==> config.mk <==
export PLATFORM = sky130hd
export DESIGN_NAME = conv2_relu_pool
export DESIGN_NICKNAME = d
export VERILOG_FILES = /design/src/rtl/conv2_relu_pool_pkg.sv /design/src/rtl/pool_line_buf.sv /design/src/rtl/conv2_relu_pool.sv
export SDC_FILE = /design/constraint.sdc
export NUM_CORES = 1
export LEC_CHECK = 0
export ABC_AREA = 1
export CORE_MARGIN = 2
export CORE_UTILIZATION = 60
export CTS_BUF_LIST = sky130_fd_sc_hd__clkbuf_2
export CTS_CLUSTER_SIZE = 30
export DETAILED_ROUTE_END_ITERATION = 8
export PLACE_DENSITY = 0.89
export SETUP_SLACK_MARGIN = 0.15
export SLEW_MARGIN = 10
export SYNTH_ARGS = -nofsm -noshare
export SYNTH_HDL_FRONTEND = slang
export SYNTH_SLANG_ARGS = --single-unit
export TNS_END_PERCENT = 20
==> constraint.sdc <==
create_clock -name clk -period 3.7 [get_ports clk]
set_input_delay 0.555 -clock clk [delete_from_list [all_inputs] [get_ports clk]]
set_output_delay 0.555 -clock clk [all_outputs]
set_load 0.01 [all_outputs]
==> src/rtl/conv2_relu_pool_pkg.sv <==
// Shared CNN constants and helpers for the conv-layer post-processing blocks.
// Latency: n/a (constants and pure combinational functions only).
// Backpressure: n/a.
package conv2_relu_pool_pkg;

  // Width of the pooled output word; the top bit is always zero.
  localparam int POOL_W = 12;
  // Width of an activation after ReLU and saturation.
  localparam int RELU_W = 11;
  // Largest activation value; larger sums are clamped to this.
  localparam logic [RELU_W-1:0] SAT_MAX = 11'd2047;

  // ReLU with upper saturation on a 15-bit two's-complement sum.
  function automatic logic [RELU_W-1:0] relu_sat(input logic [14:0] s);
    logic [RELU_W-1:0] r;
    if (s[14]) begin
      r = '0;
    end else if (|s[13:RELU_W]) begin
      r = SAT_MAX;
    end else begin
      r = s[RELU_W-1:0];
    end
    return r;
  endfunction

  // Unsigned maximum of two activations.
  function automatic logic [RELU_W-1:0] max2(input logic [RELU_W-1:0] a,
                                             input logic [RELU_W-1:0] b);
    return (a > b) ? a : b;
  endfunction

endpackage

==> src/rtl/pool_line_buf.sv <==
// Row buffer holding the top-row pair maxima of each 2x2 pooling window.
// Latency: write lands on the next rising edge; read is combinational from raddr.
// Backpressure: none; caller guarantees a write precedes any read of an entry.
// Ports: clk; we/waddr/wdata write port; raddr/rdata read port.
module pool_line_buf #(
  parameter int DEPTH = 6,
  parameter int WIDTH = 11,
  parameter int AW    = 3
) (
  input  logic             clk,
  input  logic             we,
  input  logic [AW-1:0]    waddr,
  input  logic [WIDTH-1:0] wdata,
  input  logic [AW-1:0]    raddr,
  output logic [WIDTH-1:0] rdata
);

  // No reset: every entry is rewritten on an even row before its odd-row read.
  logic [WIDTH-1:0] mem [DEPTH];

  always_ff @(posedge clk) begin
    if (we) begin
      mem[waddr] <= wdata;
    end
  end

  assign rdata = mem[raddr];

endmodule

==> src/rtl/conv2_relu_pool.sv <==
// Bias + ReLU/saturation on a raster pixel stream, followed by 2x2 max pooling.
// Latency: one cycle from the pixel completing a window to valid_out.
// Backpressure: none; valid_in strobes may arrive with arbitrary gaps.
// Ports: clk, rst_n (async active-low); valid_in/conv_in pixel input;
//        pool_out/valid_out pooled result; frame_done marks the last result.
module conv2_relu_pool
  import conv2_relu_pool_pkg::*;
#(
  parameter int                 IMG_W = 12,
  parameter int                 IMG_H = 12,
  parameter logic signed [13:0] BIAS  = 14'sd0
) (
  input  logic              clk,
  input  logic              rst_n,
  input  logic              valid_in,
  input  logic [13:0]       conv_in,
  output logic [POOL_W-1:0] pool_out,
  output logic              valid_out,
  output logic              frame_done
);

  localparam int COL_W = (IMG_W > 2) ? $clog2(IMG_W) : 1;
  localparam int ROW_W = (IMG_H > 2) ? $clog2(IMG_H) : 1;
  localparam int DEPTH = IMG_W / 2;
  localparam int AW    = (DEPTH > 1) ? $clog2(DEPTH) : 1;

  logic [COL_W-1:0]  col;
  logic [ROW_W-1:0]  row;
  logic [RELU_W-1:0] h;

  logic [14:0]       s;
  logic [RELU_W-1:0] r;
  logic [RELU_W-1:0] pair_max;
  logic [RELU_W-1:0] buf_rd;
  logic [RELU_W-1:0] win_max;
  logic              last_col;
  logic              last_row;
  logic              buf_we;
  logic              win_done;
  logic [AW-1:0]     buf_addr;

  // Sign-extend both operands to 15 bits so the sum can never overflow.
  assign s        = {conv_in[13], conv_in} + {BIAS[13], BIAS};
  assign r        = relu_sat(s);
  assign pair_max = max2(h, r);
  assign win_max  = max2(buf_rd, pair_max);

  assign last_col = (col == COL_W'(IMG_W - 1));
  assign last_row = (row == ROW_W'(IMG_H - 1));
  assign buf_addr = AW'(col >> 1);

  // Odd column closes a horizontal pair: even rows park it, odd rows emit.
  assign buf_we   = valid_in && col[0] && !row[0];
  assign win_done = valid_in && col[0] && row[0];

  pool_line_buf #(
    .DEPTH (DEPTH),
    .WIDTH (RELU_W),
    .AW    (AW)
  ) u_line_buf (
    .clk   (clk),
    .we    (buf_we),
    .waddr (buf_addr),
    .wdata (pair_max),
    .raddr (buf_addr),
    .rdata (buf_rd)
  );

  // Raster position counters.
  always_ff @(posedge clk or negedge rst_n) begin
    if (!rst_n) begin
      col <= '0;
      row <= '0;
    end else if (valid_in) begin
      if (last_col) begin
        col <= '0;
        row <= last_row ? '0 : row + 1'b1;
      end else begin
        col <= col + 1'b1;
      end
    end
  end

  // Left pixel of the current horizontal pair.
  always_ff @(posedge clk or negedge rst_n) begin
    if (!rst_n) begin
      h <= '0;
    end else if (valid_in && !col[0]) begin
      h <= r;
    end
  end

  // Output registers; pool_out holds between strobes.
  always_ff @(posedge clk or negedge rst_n) begin
    if (!rst_n) begin
      pool_out   <= '0;
      valid_out  <= 1'b0;
      frame_done <= 1'b0;
    end else begin
      valid_out  <= win_done;
      frame_done <= win_done && last_col && last_row;
      if (win_done) begin
        pool_out <= {{(POOL_W - RELU_W){1'b0}}, win_max};
      end
    end
  end

endmodule

==> impl_metrics.toml <==
[clock_tree]
cts_buffers = 9
cts.sinks = 98
cts_hold_buf = 0
cts_tree = "yes"
cts_buffer_depth = 2
htree_levels = 3
clk_pin_slew_ns = 0.28
clk_latency_ns = 0.57
clockRootBuffer = "clkbuf_2"

[timing]
timing.hold.ws_ns = 0.340
fin_ws_ns = 0.295
finalSetupViolCount = 0
relSlewSlack_pct = 45.6
hold_viol_final = 0
tightestPinTransition_ns = 0.813
fin_crit_ns = 3.40
rsz0062_at_grt = "no"
fin_crit_sh_pct = 92.0
slew_viol_final = 0
fin_skew_ns = 0.0336
max_freq_ghz = 0.294

[power_and_ir_drop]
power_mw = 4.88
power.density_nw_per_um2 = 809
leakagePower_nw = 2.91
irDropWorstVdd_uv = 370

[critical_path]
path_class = "primary input to flip-flop"
cp-start-kind = "primary input"
r2r_slack_ns = 0.55
required_ns = 4.16
cp-end-kind = "flip-flop"
cp.arrival_ns = 3.87
cp_max_fo = 10

[floorplan]
coreArea_sq_um = 8090
io_pins = 31
rows = 33
die_w_microns = 94.9
dieArea_sq_um = 9000
start_util_pct = 61.2
die_h_microns = 94.9

[synth]
syn_inst = 564
ys_seq_elements = 98
ys_types = 28
ys.flop_type = "edfxtp_1"
async_flop_share_pct = 32.7
yosys_warnings = 0
seq_area_frac_synth_pct = 56.1
syn_avg_cell_area_sq_um = 8.79
syn-num-nets = 605
synth_edf_count = 66
syn_area_sq_um = 4960

[grt]
grt_pass1_vias = 4081
grt_usage_pct = 28.3
antenna_found_initial = 0
grt_overflow_total = 0
grt_pass1_wl_microns = 19200
grt_max_degree = 33

[placed_design]
placed_area_sq_um = 5730
place.gp.congestion = 0.935
pre_cts_ws_ns = -0.544
io_buffers = 29
dp_hpwl_microns = 8530

[cells_and_area]
multi_input_area_sq_um = 1910
regArea_sq_um = 2780
final_nets = 692
fillers = 536
layout-drive-gt1-share_pct = 18.0
stdcell_area_sq_um = 6030
diodes = 0
utilization_pct = 74.6
area_growth_pct = 21.8

[outcome]
status = "complete, no violations"

[flow_run]
drv_cap = 0

[detailed_routing]
wl_per_cell_microns = 16.2
finalWirelength_microns = 12300
via_per_inst = 5.52
dr.first_iter.drc_count = 337
antenna_left = 0
drtPass1Iterations = 5
vias = 4200
drt_drc_violations_left = 0

[hold_path]
hp-class = "primary input to asynchronous set/reset pin"
==> cell type report <==
cell class              instances  area share, %
flip-flops and latches         98           46.1
multi-input cells             372           31.6
repair buffers                 92           13.1
inverters                      77           4.79
well taps                     105           2.18
clock inverters                 6           1.22
clock buffers                  10          0.829
repair inverters                1          0.124
==> path summary, 6_finish.rpt <==
path,end,start,cells after the start
setup / recovery,pool_out[1]$_DFFE_PN0P_,conv_in[11],25
hold / removal,pool_out[7]$_DFFE_PN0P_,rst_n,2
setup reg to reg,pool_out[1]$_DFFE_PN0P_,h[10]$_DFFE_PN0P_,22
hold reg to reg,pool_out[4]$_DFFE_PN0P_,pool_out[4]$_DFFE_PN0P_,2
max in group asynchronous,col[0]$_DFFE_PN0P_,rst_n,2
min in group clk,pool_out[4]$_DFFE_PN0P_,pool_out[4]$_DFFE_PN0P_,2
==> layer usage <==
layer	track usage [%]	wire length (microns)	vias up
li1	-	-	2000
met1	34.4	4730	1960
met2	51.0	6550	198
met3	4.71	749	42
met4	9.30	288	0
met5	0	0	-
==> flip-flops by register name, summed over array words and instances, names as in the netlist <==
| name | count |
|---|---|
| pool_out | 11 |
| valid_out | 1 |
| row | 4 |
| h | 11 |
| frame_done | 1 |
| col | 4 |
| u_line_buf.mem | 66 |
==> what timing repair did <==
action / in CTS / in global routing
pin swaps: 0 / 7
resized for setup: 2 / 33
buffers inserted: 0 / 4
endpoints found under the hold margin: 0 / 0
endpoints found under the setup margin: 11 / 11
cloned: 0 / 3
==> cell usage in the layout, fill, tap and decap left out, drive strengths merged <==
cell and n:
dlymetal6s2s 3, nand4 3, nor4 1, nor3 8, buf 63, clkinv 1
clkdlybuf4s50 26, nor2 57, conb 1, nand2 175, and2 1, bufinv 1
edfxtp 66, clkbuf 10, a21o 1, a31oi 1, and3 1, mux2 1
nand3 64, ha 24, dfrtp 32, nand3b 1, inv 79, clkinvlp 3
o21ai 22, a21oi 10, o31ai 1
==> critical path, cell delays in order <==
cell and delay, ns:
dlymetal6s2s_1 0.15, nor3_4 0.29, clkinvlp_4 0.20, buf_4 0.16, nor2_1 0.08, nor2_1 0.08
inv_1 0.08, ha_1 0.23, and3_1 0.18, nand4_1 0.11, buf_4 0.20, nand3_1 0.15
nand2_2 0.12, inv_1 0.05, ha_1 0.32, nand2_2 0.09, nor2_1 0.04, and2_1 0.14
nand2_1 0.06, nand3_2 0.12, nand2_2 0.11, buf_12 0.13, nand3_1 0.08, nand2_1 0.09
nand2_1 0.07
==> synth_stat cells, types with 3 or more instances <==
library cell,instances,share of area [%]
nand2_1,172,13
inv_1,70,5.3
edfxtp_1,66,40
nand3_1,64,6.5
nor2_1,54,4.1
dfrtp_1,32,16
ha_1,24,6.1
o21ai_0,18,1.8
a21oi_1,10,1.0
nor3_1,8,0.81
clkbuf_1,7,0.53
inv_2,7,0.53
buf_4,6,0.91
buf_2,4,0.40
o21ai_1,4,0.40
nand4_1,3,0.38
nor2_2,3,0.38
==> where the power goes <==
| group | leakage (nW) | internal (mW) | total (mW) | switching [mW] |
|---|---|---|---|---|
| Combinational | 1.84 | 1.10 | 2.72 | 1.62 |
| Clock | 0.0707 | 0.167 | 0.540 | 0.373 |
| Sequential | 0.997 | 1.47 | 1.62 | 0.151 |
| Total | 2.91 | 2.74 | 4.88 | 2.15 |
==> logic make-up after synthesis <==
logic type,share of synthesized area [%]
compound gates,3.66
buf+inv,7.90
fa+ha+maj,6.06
mux,0.227
simple gates,25.9
other cells,0.0757
flops,56.1
==> stage by stage <==
step                      instances  setup TNS, ns
after floorplan                 564              0
after global placement          738          -3.94
after detailed placement        738          -5.70
after CTS                       754              0
final                           761              0
after global routing            761              0
(Power assumes the default switching activity.)
